--- src/rtl/restoring_divider_ctrl.sv ---
// restoring_divider_ctrl
//   Unsigned 8-bit / 4-bit restoring divider controller. One shift/subtract
//   step per clock, MSB first, behind a start/done handshake. Results and the
//   divide-by-zero flag are registered and held until the next accepted start.
//
// Ports
//   clk          rising-edge clock
//   rst_n        asynchronous active-low reset
//   start        request; sampled only in IDLE
//   dividend     8-bit unsigned dividend, captured on the accepting edge
//   divisor      4-bit unsigned divisor, captured on the accepting edge
//   busy         high while iterating (CALC)
//   done         one-cycle pulse, results valid from this cycle onward
//   quotient     8-bit quotient (8'hFF on divide-by-zero)
//   remainder    4-bit remainder
//   div_by_zero  set with done when the captured divisor was zero
//
// state  | meaning
// S_IDLE | waiting for start
// S_CALC | eight restoring iterations, counter 0..7
// S_DONE | single-cycle done pulse, then back to IDLE
module restoring_divider_ctrl (
  input  logic       clk,
  input  logic       rst_n,
  input  logic       start,
  input  logic [7:0] dividend,
  input  logic [3:0] divisor,
  output logic       busy,
  output logic       done,
  output logic [7:0] quotient,
  output logic [3:0] remainder,
  output logic       div_by_zero
);

  typedef enum logic [1:0] {
    S_IDLE = 2'd0,
    S_CALC = 2'd1,
    S_DONE = 2'd2
  } state_t;

  state_t r_state;
  state_t w_next;

  // Dividend bits shift out of the top while quotient bits shift in at the
  // bottom, so after eight steps this register holds the quotient.
  logic [7:0] r_shift;
  logic [3:0] r_divisor;
  // Partial remainder. It is always below the divisor between steps, so its
  // fifth bit is permanently zero and is not stored.
  logic [3:0] r_rem;
  logic [2:0] r_cnt;
  logic [7:0] r_quot;
  logic [3:0] r_remainder;
  logic       r_dbz;

  logic       w_accept;
  logic       w_zero;
  logic       w_last;
  logic [4:0] w_rs;
  logic       w_borrow;
  logic [3:0] w_t;
  logic [3:0] w_rem_next;
  logic       w_qbit;

  assign w_accept = (r_state == S_IDLE) && start;
  assign w_zero   = (divisor == 4'd0);
  assign w_last   = (r_state == S_CALC) && (r_cnt == 3'd7);

  // Trial subtraction Rs - {0,divisor}. The borrow is the 5-bit compare;
  // when there is no borrow the true difference is below the divisor, so
  // the low four bits of the modular difference are exact.
  assign w_rs       = {r_rem, r_shift[7]};
  assign w_borrow   = (w_rs < {1'b0, r_divisor});
  assign w_t        = w_rs[3:0] - r_divisor;
  assign w_rem_next = w_borrow ? w_rs[3:0] : w_t;
  assign w_qbit     = ~w_borrow;

  always_ff @(posedge clk or negedge rst_n) begin
    if (!rst_n) begin
      r_state <= S_IDLE;
    end else begin
      r_state <= w_next;
    end
  end

  always_comb begin
    w_next = r_state;
    busy   = 1'b0;
    done   = 1'b0;
    case (r_state)
      S_IDLE: begin
        if (start) begin
          w_next = w_zero ? S_DONE : S_CALC;
        end
      end
      S_CALC: begin
        busy = 1'b1;
        if (r_cnt == 3'd7) begin
          w_next = S_DONE;
        end
      end
      S_DONE: begin
        done   = 1'b1;
        w_next = S_IDLE;
      end
      default: begin
        w_next = S_IDLE;
      end
    endcase
  end

  always_ff @(posedge clk or negedge rst_n) begin
    if (!rst_n) begin
      r_shift     <= 8'h00;
      r_divisor   <= 4'h0;
      r_rem       <= 4'h0;
      r_cnt       <= 3'd0;
      r_quot      <= 8'h00;
      r_remainder <= 4'h0;
      r_dbz       <= 1'b0;
    end else if (w_accept) begin
      if (w_zero) begin
        r_quot      <= 8'hFF;
        r_remainder <= 4'h0;
        r_dbz       <= 1'b1;
      end else begin
        r_shift     <= dividend;
        r_divisor   <= divisor;
        r_rem       <= 4'h0;
        r_cnt       <= 3'd0;
        r_quot      <= 8'h00;
        r_remainder <= 4'h0;
        r_dbz       <= 1'b0;
      end
    end else if (r_state == S_CALC) begin
      r_shift <= {r_shift[6:0], w_qbit};
      r_rem   <= w_rem_next;
      r_cnt   <= r_cnt + 3'd1;
      if (w_last) begin
        r_quot      <= {r_shift[6:0], w_qbit};
        r_remainder <= w_rem_next;
      end
    end
  end

  assign quotient    = r_quot;
  assign remainder   = r_remainder;
  assign div_by_zero = r_dbz;

endmodule

--- config.mk ---
export PLATFORM = sky130hd
export DESIGN_NAME = restoring_divider_ctrl
export DESIGN_NICKNAME = d
export VERILOG_FILES = /design/src/rtl/restoring_divider_ctrl.sv
export SDC_FILE = /design/constraint.sdc
export NUM_CORES = 1
export LEC_CHECK = 0
export BUFFER_PORTS_ARGS = -buffer_cell sky130_fd_sc_hd__clkbuf_2
export CORE_UTILIZATION = 25
export CTS_BUF_LIST = sky130_fd_sc_hd__clkbuf_8
export CTS_CLUSTER_SIZE = 25
export DETAILED_ROUTE_END_ITERATION = 10
export GPL_ROUTABILITY_DRIVEN = 0
export PLACE_DENSITY = 0.5
export SYNTH_ARGS = -nofsm -noshare
export SYNTH_HDL_FRONTEND = slang
export SYNTH_SLANG_ARGS = --single-unit
--- constraint.sdc ---
create_clock -name clk -period 4.2 [get_ports clk]
set_clock_uncertainty 0.2 [all_clocks]
set_input_delay 0 -clock clk [delete_from_list [all_inputs] [get_ports clk]]
set_output_delay 0 -clock clk [all_outputs]
set_load 0.01 [all_outputs]
==> reports/metrics.yaml, run 1 <==
initial_core_util_pct: 26.5
path_class: "reg -> reg"
critical_path.startpoint: "r_state[0]"
crit_chain: "nor3b_4 > nand2b_1 > nand2_4 > mux2_1"
grt.overflow.total: 0
synth-seq-area-share_pct: 52.9
proportion_of_layout_cells_with_a_drive_suffix_above_1_pct: 22.9
hold_viol_final: 0
dieWidth_um: 82.2
synth-warning-count: 0
share_of_the_clock_period_used_by_the_worst_path_pct: 56.2
antenna_left: 0
ys_ff_latch: 34
maxCapViolCount: 0
core.rowCount: 28
routedWlPerCell_um: 13.6
tightestPinTransition_ns: 0.855
critPathRequiredTime_ns: 4.17
dominantRegCellSynth: "sky130_fd_sc_hd__dfrtp_1"
hold_ws_ns: 0.00671
path_clk_slew_ns: 0.08
number_of_antenna_violations_at_the_first_check_in_global_routing: 0
yosys.area.top_type: "sky130_fd_sc_hd__dfrtp_1"
drt-pass1-iter-count: 4
yosysUniqueCellTypes: 32
num_antenna_cells: 0
wire_length_of_the_first_global_routing_pass_um: 6330
finish_stage_setup_viols: 0
status: "finished clean"
inserted_clock_buffers: 5
grt_start_max_net_pins: 35
ffs_w_async_s_r_synth_pct: 100
path_buf_inv: 0
core_um2: 6060
detail_route.drc_violations: 0
syn_nets: 179
tritoncts_clock_tree: "yes"
layoutNonFillerInstCount: 280
post_synth_instance_area_um2: 1610
postCtsSetupBuffers: 0
fillers: 620
cts_sinks: 34
worst_skew_pair.late_latency_ns: 0.28
yosysMostFrequentCell: "sky130_fd_sc_hd__dfrtp_1"
critical_path.endpoint_type: "flop"
post_synth.cell_area_avg_um2: 10.2
timing.critical_path.arrival_ns: 2.34
detailedRoute.firstIterationViolations: 86
worst_hold_path_startpoint: "start"
period_minus_slack_ns: 2.36
r2r_start: "r_state[0]"
route.vias.total: 1283
final_core_utilization_pct: 34.2
gr-usage-all-layers_pct: 12.8
route.detailed.vias_per_inst: 4.58
num_io_pins: 30
clock.fmax_mhz: 424
max_stage_delay_ns: 0.63
most_frequent_cells_after_synthesis: "sky130_fd_sc_hd__dfrtp_1, sky130_fd_sc_hd__nand2_1, sky130_fd_sc_hd__nor2_1"
wl_um: 3810
htreeDepth: 2
tns_ns: 0
ctsRootBufferMaster: "sky130_fd_sc_hd__clkbuf_8"
crit_fanout: 18
slowest_stage: "sky130_fd_sc_hd__nor3b_4"
synth-edff-count: 0
first_global_vias: 1264
cts-root-to-sink-buffers: 2
grt_setup_unrepaired: "no"
die-area_um2: 6760
cts_resized: 0
placedCellCount: 255
post_synth_main_area_contributors: "sky130_fd_sc_hd__dfrtp_1, sky130_fd_sc_hd__nand2_1, sky130_fd_sc_hd__ha_1"
cellPowerDensity_nw_per_um2: 783
dp_hpwl_um: 2630
nets: 226
vdd_ir_drop_max_v: 0.000328
floorplan.die.height_um: 82.2
post_synth_inst_count: 157
critPathLaunchType: "flop"
final_slew_violations: 0
power.leakage_nw: 0.958
timing.max_slew.rel_slack_pct: 43.0
synthesis_to_finish_area_growth_pct: 29.0
synth_top_area_share_pct: 52.9
holdCritPathClass: "in -> reg"
placement.io_buffers: 29
worst_path_dominant_cell_family: "simple AND/OR/NAND/NOR gates"
==> path summary, 6_finish.rpt <==
kind,end,slack [ns],cells past startpoint
setup / recovery,r_rem[3],1.84,4
hold / removal,quotient[0],0.007,3
setup reg to reg,r_rem[3],1.84,4
hold reg to reg,div_by_zero,0.28,2
max in group asynchronous,r_divisor[2],3.12,2
min in group asynchronous,quotient[7],0.14,2
==> flip-flops by register name, indices dropped and copies added (netlist names) <==
signal	flops
quotient	8
r_shift	8
r_divisor	4
r_rem	4
remainder	4
r_cnt	3
r_state	2
div_by_zero	1
==> through the flow <==
step	setup WS [ns]	power (W)	instance area (um2)
floorplan	2.30	0.00115	1610
global placement	1.92	0.00134	1810
detailed placement	1.88	0.00136	1810
CTS	1.85	0.00164	2070
global route	1.68	0.00178	2070
finish	1.84	0.00162	2070
==> cell type report <==
class | instances | area [um2] | share of cell area, %
Sequential cell | 34 | 851 | 41.0
Multi-Input combinational cell | 110 | 693 | 33.4
Timing Repair Buffer | 46 | 315 | 15.2
Tap cell | 75 | 93.8 | 4.52
Clock buffer | 6 | 82.6 | 3.98
Inverter | 7 | 26.3 | 1.27
Clock inverter | 2 | 12.5 | 0.603
==> worst min-delay path, delay by kind of cell <==
kind | cells | cell delay [ns]
compound gates | 1 | 0.15
buf+inv | 1 | 0.09
simple gates | 1 | 0.21
==> where the power goes <==
part           internal [W]  switching, W  leakage [nW]
combinational      0.000334      0.000446         0.503
sequential         0.000485      0.000101         0.407
clock              0.000132      0.000125        0.0472
total              0.000951      0.000672         0.958
==> metal layers <==
metal  track usage (%)  up-vias  wire (um)  share of wire, %
met3              3.63        2        140               3.7
met2              19.7       28       1850                49
met1              17.8      621       1790                47
met4              3.16        0         30              0.79
met5                 0        -          0                 0
li1                  -      632          -                 -
==> cell usage in the layout, fill, tap and decap left out, drive strengths merged <==
| master | netlist | layout |
|---|---|---|
| or2 | 1 | 1 |
| o21ai | 8 | 8 |
| a21oi | 13 | 13 |
| ha | 6 | 6 |
| clkbuf | 1 | 35 |
| and2 | 2 | 2 |
| mux2 | 3 | 3 |
| mux2i | 3 | 3 |
| clkinvlp | 0 | 1 |
| nand2 | 23 | 23 |
| fa | 1 | 1 |
| o22ai | 1 | 1 |
| nor3 | 3 | 3 |
| inv | 7 | 7 |
| o2bb2ai | 1 | 1 |
| dlygate4sd3 | 0 | 17 |
| clkinv | 0 | 1 |
| xnor2 | 1 | 1 |
| nand2b | 5 | 5 |
| a22o | 7 | 7 |
| nor3b | 1 | 1 |
| nor2 | 20 | 20 |
| nor4 | 2 | 2 |
| a31oi | 8 | 8 |
| nor2b | 1 | 1 |
| dfrtp | 34 | 34 |
==> timing repair <==
action,4_1_cts,5_1_grt
hold buffers,17,0
setup endpoints to repair,0,0
endpoints found under the hold margin,50,0
==> logic make-up (layout without fill, tap and decap cells) <==
| kind of cell | count (synthesis) | in the layout | share of synthesized area, % |
|---|---|---|---|
| AND/OR/NAND/NOR | 58 | 58 | 17.8 |
| AO/OA/AOI/OAI | 38 | 38 | 14.9 |
| flip-flops | 34 | 34 | 52.9 |
| buffers and inverters | 13 | 61 | 3.97 |
| adder cells (fa/ha/maj) | 7 | 7 | 5.91 |
| multiplexers | 6 | 6 | 3.97 |
| XOR/XNOR | 1 | 1 | 0.545 |
Note: power is estimated with default switching activity, not from simulation.
==> run 2: changes to the inputs <==
==> constraint.sdc (replaced) <==
create_clock -name clk -period 2.5 [get_ports clk]
set_clock_uncertainty 0.2 [all_clocks]
set_input_delay 0 -clock clk [delete_from_list [all_inputs] [get_ports clk]]
set_output_delay 0 -clock clk [all_outputs]
set_load 0.01 [all_outputs]
==> reports/metrics.yaml, run 2 (same netlist as run 1, synthesis figures left out) <==
status: "finished clean"
gr-usage-all-layers_pct: 12.0
worst_skew_pair.late_latency_ns: 0.28
tns_ns: 0
tightestPinTransition_ns: 0.842
core_um2: 6060
number_of_antenna_violations_at_the_first_check_in_global_routing: 0
slowest_stage: "sky130_fd_sc_hd__dfrtp_1"
timing.max_slew.rel_slack_pct: 43.9
timing.critical_path.arrival_ns: 2.06
path_clk_slew_ns: 0.07
floorplan.die.height_um: 82.2
mostFrequentLayoutCell: "sky130_fd_sc_hd__dfrtp_1"
cts_resized: 0
crit_fanout: 3
postCtsSetupBuffers: 0
drt-pass1-iter-count: 4
route.met3.wl_um: 122
antenna_left: 0
wl_met2_um: 1650
grt.overflow.total: 0
power.leakage_nw: 0.975
dp_hpwl_um: 2580
share_of_the_clock_period_used_by_the_worst_path_pct: 82.3
wire_length_of_the_first_global_routing_pass_um: 5890
layout.cells.most_common_list: "sky130_fd_sc_hd__dfrtp_1, sky130_fd_sc_hd__clkbuf_2, sky130_fd_sc_hd__nand2_1, sky130_fd_sc_hd__nor2_1, sky130_fd_sc_hd__dlygate4sd3_1"
proportion_of_layout_cells_with_a_drive_suffix_above_1_pct: 23.6
cts_sinks: 34
vdd_ir_drop_max_v: 0.000618
final_cell_area_um2: 2080
placement.io_buffers: 29
dieWidth_um: 82.2
grt_start_max_net_pins: 35
num_antenna_cells: 0
detailedRoute.firstIterationViolations: 43
final_core_utilization_pct: 34.3
route.vias.total: 1241
cp_most_frequent_cell: "sky130_fd_sc_hd__o21ai_0"
crit_chain: "ha_1 > o21ai_0 > a21oi_1 > nor3_1 > mux2_2 > o21ai_0"
placed_cell_area_um2: 1820
route.detailed.vias_per_inst: 4.46
critPathRequiredTime_ns: 2.50
critical_path.endpoint_type: "flop"
top_layer_used: "met4"
initial_core_util_pct: 26.5
routedWlPerCell_um: 12.6
critPathLaunchType: "flop"
r2r.worst_path.cells: 6
wl_met1_um: 1650
max_stage_delay_ns: 0.40
wl_um: 3500
final_slew_violations: 0
inserted_clock_buffers: 5
hold_fix_buffer_count_after_cts: 14
nets: 225
first_global_vias: 1228
ctsRootBufferMaster: "sky130_fd_sc_hd__clkbuf_8"
maxCapViolCount: 0
detail_route.drc_violations: 0
synthesis_to_finish_area_growth_pct: 29.2
path_class: "reg -> reg"
cellPowerDensity_nw_per_um2: 1340
die-area_um2: 6760
htreeDepth: 2
period_minus_slack_ns: 2.06
clock.fmax_mhz: 486
grt_setup_unrepaired: "no"
tritoncts_clock_tree: "yes"
hold_viol_final: 0
num_io_pins: 30
core.rowCount: 28
holdCritPathClass: "in -> async"
cts-root-to-sink-buffers: 2
finish_stage_setup_viols: 0
==> run 2: cell count changes in the layout (fill, tap and decap cells not counted) <==
cell,before,now
sky130_fd_sc_hd__dlygate4sd3_1,17,14
sky130_fd_sc_hd__buf_4,0,2
sky130_fd_sc_hd__bufinv_16,0,1
sky130_fd_sc_hd__clkinv_2,1,0
sky130_fd_sc_hd__clkinvlp_4,1,0
==> run 2: critical path: cells and delay by family (launching register included) <==
family | cells | cell delay, ns
fa+ha+maj | 1 | 0.32
compound gates | 3 | 0.40
mux | 1 | 0.39
flops | 1 | 0.40
simple gates | 1 | 0.27
==> run 2: worst paths after layout <==
check | start | end | slack [ns]
worst min-delay path | rst_n | quotient[7] | 0.15
worst max register to register | r_rem[1] | r_rem[1] | 0.44
max in group asynchronous | rst_n | r_cnt[2] | 1.41
worst max-delay path | r_rem[1] | r_rem[1] | 0.44
worst min register to register | div_by_zero | div_by_zero | 0.29
min in group clk | div_by_zero | div_by_zero | 0.29
==> run 2: layout make-up <==
class | count | area (um2)
fill | 637 | 3980
sequential | 34 | 851
multi-input combinational | 110 | 693
timing repair buffer | 45 | 300
tap | 75 | 93.8
clock buffer | 6 | 82.6
clock inverter | 1 | 30.0
inverter | 7 | 26.3
==> run 2: metrics by stage <==
| stage | hold WS [ns] | instances | total power, W | worst slack [ns] |
|---|---|---|---|---|
| 2_1_floorplan | -0.496 | 157 | 0.00194 | 0.603 |
| 3_3_place_gp | -0.0342 | 257 | 0.00229 | 0.510 |
| 3_5_place_dp | -0.0422 | 257 | 0.00230 | 0.449 |
| 4_1_cts | 0.185 | 278 | 0.00284 | 0.432 |
| 5_1_grt | 0.230 | 278 | 0.00307 | 0.166 |
| 6_report | 0.155 | 278 | 0.00278 | 0.442 |
==> run 2: metal layers <==
| metal | track usage [%] | vias to the layer above |
|---|---|---|
| li1 | - | 631 |
| met1 | 15.0 | 577 |
| met2 | 19.0 | 25 |
| met3 | 3.74 | 8 |
| met4 | 5.26 | 0 |
| met5 | 0 | - |
==> run 2: power by group <==
| part | internal [W] | leakage [nW] | switching (W) |
|---|---|---|---|
| registers | 0.000816 | 0.407 | 0.000168 |
| clock network | 0.000319 | 0.0573 | 0.000188 |
| logic | 0.000562 | 0.510 | 0.000730 |
==> run 3: changes to the inputs <==
--- a/config.mk
+++ b/config.mk
@@ -11,7 +11,7 @@
 export CTS_CLUSTER_SIZE = 25
 export DETAILED_ROUTE_END_ITERATION = 10
 export GPL_ROUTABILITY_DRIVEN = 0
-export PLACE_DENSITY = 0.5
+export PLACE_DENSITY = 0.52
 export SYNTH_ARGS = -nofsm -noshare
 export SYNTH_HDL_FRONTEND = slang
 export SYNTH_SLANG_ARGS = --single-unit
==> constraint.sdc (replaced) <==
create_clock -name clk -period 1.7 [get_ports clk]
set_clock_uncertainty 0.2 [all_clocks]
set_input_delay 0 -clock clk [delete_from_list [all_inputs] [get_ports clk]]
set_output_delay 0 -clock clk [all_outputs]
set_load 0.01 [all_outputs]
==> reports/metrics.yaml, run 3 (same netlist as run 1, synthesis figures left out) <==
status: "finished, violations left"
violations: "negative setup slack"
inserted_clock_buffers: 5
holdCritPathClass: "in -> async"
num_io_pins: 30
worst_path_dominant_cell_family: "flip-flops"
hold_ws_ns: 0.00117
crit_chain: "inv_2 > ha_4 > o21ai_4 > a21oi_4 > nor3_4 > mux2_4 > o22ai_2"
power.leakage_nw: 1.10
critPathRequiredTime_ns: 1.72
grt_setup_unrepaired: "yes"
route.vias.total: 1376
grt.overflow.total: 0
vdd_ir_drop_max_v: 0.000665
proportion_of_layout_cells_with_a_drive_suffix_above_1_pct: 42.9
multi_input_area_um2: 877
critPathLaunchType: "flop"
initial_core_util_pct: 26.5
drt-pass1-iter-count: 4
area.sequential_um2: 852
clock.fmax_mhz: 563
placement.io_buffers: 29
core_um2: 6060
antenna_left: 0
critical_path.endpoint_type: "flop"
worst_skew_pair.late_latency_ns: 0.29
final_slew_violations: 0
path_clk_slew_ns: 0.07
placedCellCount: 277
timing.max_slew.rel_slack_pct: 78.7
slack_of_the_worst_reg_to_reg_path_ns: -0.08
htreeDepth: 2
layout.cells.most_common_list: "sky130_fd_sc_hd__dfrtp_1, sky130_fd_sc_hd__clkbuf_2, sky130_fd_sc_hd__nand2_1, sky130_fd_sc_hd__nor2_1, sky130_fd_sc_hd__buf_4"
hold_viol_final: 0
floorplan.die.height_um: 82.2
r2r_start: "r_divisor[2]"
r2r.worst_path.cells: 7
wl_um: 3940
timing.critical_path.arrival_ns: 1.80
period_minus_slack_ns: 1.78
grt_start_max_net_pins: 35
detail_route.drc_violations: 0
gr-usage-all-layers_pct: 12.6
synthesis_to_finish_area_growth_pct: 50.8
share_of_the_clock_period_used_by_the_worst_path_pct: 105
cellPowerDensity_nw_per_um2: 2110
path_class: "reg -> reg"
maxCapViolCount: 0
cts_sinks: 34
tritoncts_clock_tree: "yes"
first_global_vias: 1325
dieWidth_um: 82.2
crit_fanout: 3
slowest_stage: "sky130_fd_sc_hd__dfrtp_1"
layoutNonFillerInstCount: 299
die-area_um2: 6760
num_antenna_cells: 0
tightestPinTransition_ns: 0.318
number_of_antenna_violations_at_the_first_check_in_global_routing: 0
wire_length_of_the_first_global_routing_pass_um: 6200
dp_hpwl_um: 2780
cts-root-to-sink-buffers: 2
ctsRootBufferMaster: "sky130_fd_sc_hd__clkbuf_8"
nets: 245
setup_ws_ns: -0.0768
detailedRoute.firstIterationViolations: 40
path_buf_inv: 1
r2r_end: "r_rem[0]"
max_stage_delay_ns: 0.39
finish_stage_setup_viols: 8
route.detailed.vias_per_inst: 4.60
fillers: 605
core.rowCount: 28
critical_path.startpoint: "r_divisor[2]"
routedWlPerCell_um: 13.2
mostFrequentLayoutCell: "sky130_fd_sc_hd__dfrtp_1"
## run 3: cell types whose count changed in the layout (fill, tap and decap cells not counted), moves of 3 or more
cell	before	now
sky130_fd_sc_hd__o21ai_0	7	4
sky130_fd_sc_hd__inv_1	5	2
sky130_fd_sc_hd__ha_4	0	5
sky130_fd_sc_hd__nand2b_1	5	2
sky130_fd_sc_hd__ha_1	6	0
sky130_fd_sc_hd__buf_4	2	18
sky130_fd_sc_hd__inv_2	2	6
sky130_fd_sc_hd__nand2b_4	0	3
sky130_fd_sc_hd__buf_6	0	3
sky130_fd_sc_hd__a21oi_1	11	8
## run 3: stage by stage
stage	power [W]	setup TNS [ns]	util (%)	instance area, um2	worst slack (ns)
2_1_floorplan	0.00302	-0.444	-	1650	-0.122
3_3_place_gp	0.00392	-1.17	33.7	2040	-0.161
3_5_place_dp	0.00396	-1.33	33.7	2040	-0.190
4_1_cts	0.00475	-0.726	38.2	2310	-0.114
5_1_grt	0.00552	-1.17	40.0	2420	-0.155
6_report	0.00512	-0.420	40.0	2420	-0.0768
## run 3: final cells by class
cell class / instances / share of cell area [%]
Timing Repair Buffer: 65 / 20.0
Multi-Input combinational cell: 110 / 36.2
Tap cell: 75 / 3.87
Clock buffer: 6 / 3.41
Clock inverter: 2 / 0.361
Sequential cell: 34 / 35.1
Inverter: 7 / 1.08
## run 3: timing repair
item / in CTS / in global routing
hold endpoints to repair: 47 / 0
pin swaps: 6 / 4
resized for setup: 11 / 22
setup endpoints to repair: 11 / 25
hold buffers: 13 / 0
setup buffers: 2 / 0
## run 3: where the power goes
part | leakage, nW | switching (W) | internal, W
Clock | 0.0524 | 0.000305 | 0.000321
Sequential | 0.406 | 0.000278 | 0.00120
Combinational | 0.644 | 0.00145 | 0.00157
Total | 1.10 | 0.00204 | 0.00309
## run 3: worst reg2reg max path: stages, from the launching register on
cell and delay [ns]:
sky130_fd_sc_hd__dfrtp_1 0.39, sky130_fd_sc_hd__inv_2 0.07, sky130_fd_sc_hd__ha_4 0.21, sky130_fd_sc_hd__o21ai_4 0.15, sky130_fd_sc_hd__a21oi_4 0.06, sky130_fd_sc_hd__nor3_4 0.16
sky130_fd_sc_hd__mux2_4 0.34, sky130_fd_sc_hd__o22ai_2 0.13
## run 3: metal layers
| layer | track usage [%] | wire length (um) |
|---|---|---|
| met5 | 0 | 0 |
| met4 | 5.26 | 58 |
| met3 | 3.63 | 160 |
| met2 | 19.9 | 1930 |
| met1 | 16.0 | 1800 |
## run 3: worst max path at each step
stage / to / slack (ns) / cells past startpoint
after detailed placement: r_rem[1] / -0.19 / 7
after global placement: r_rem[1] / -0.16 / 7
after floorplan: r_rem[0] / -0.12 / 7
after CTS: r_rem[0] / -0.11 / 7
after global routing: r_rem[0] / -0.15 / 7
final: r_rem[0] / -0.08 / 7
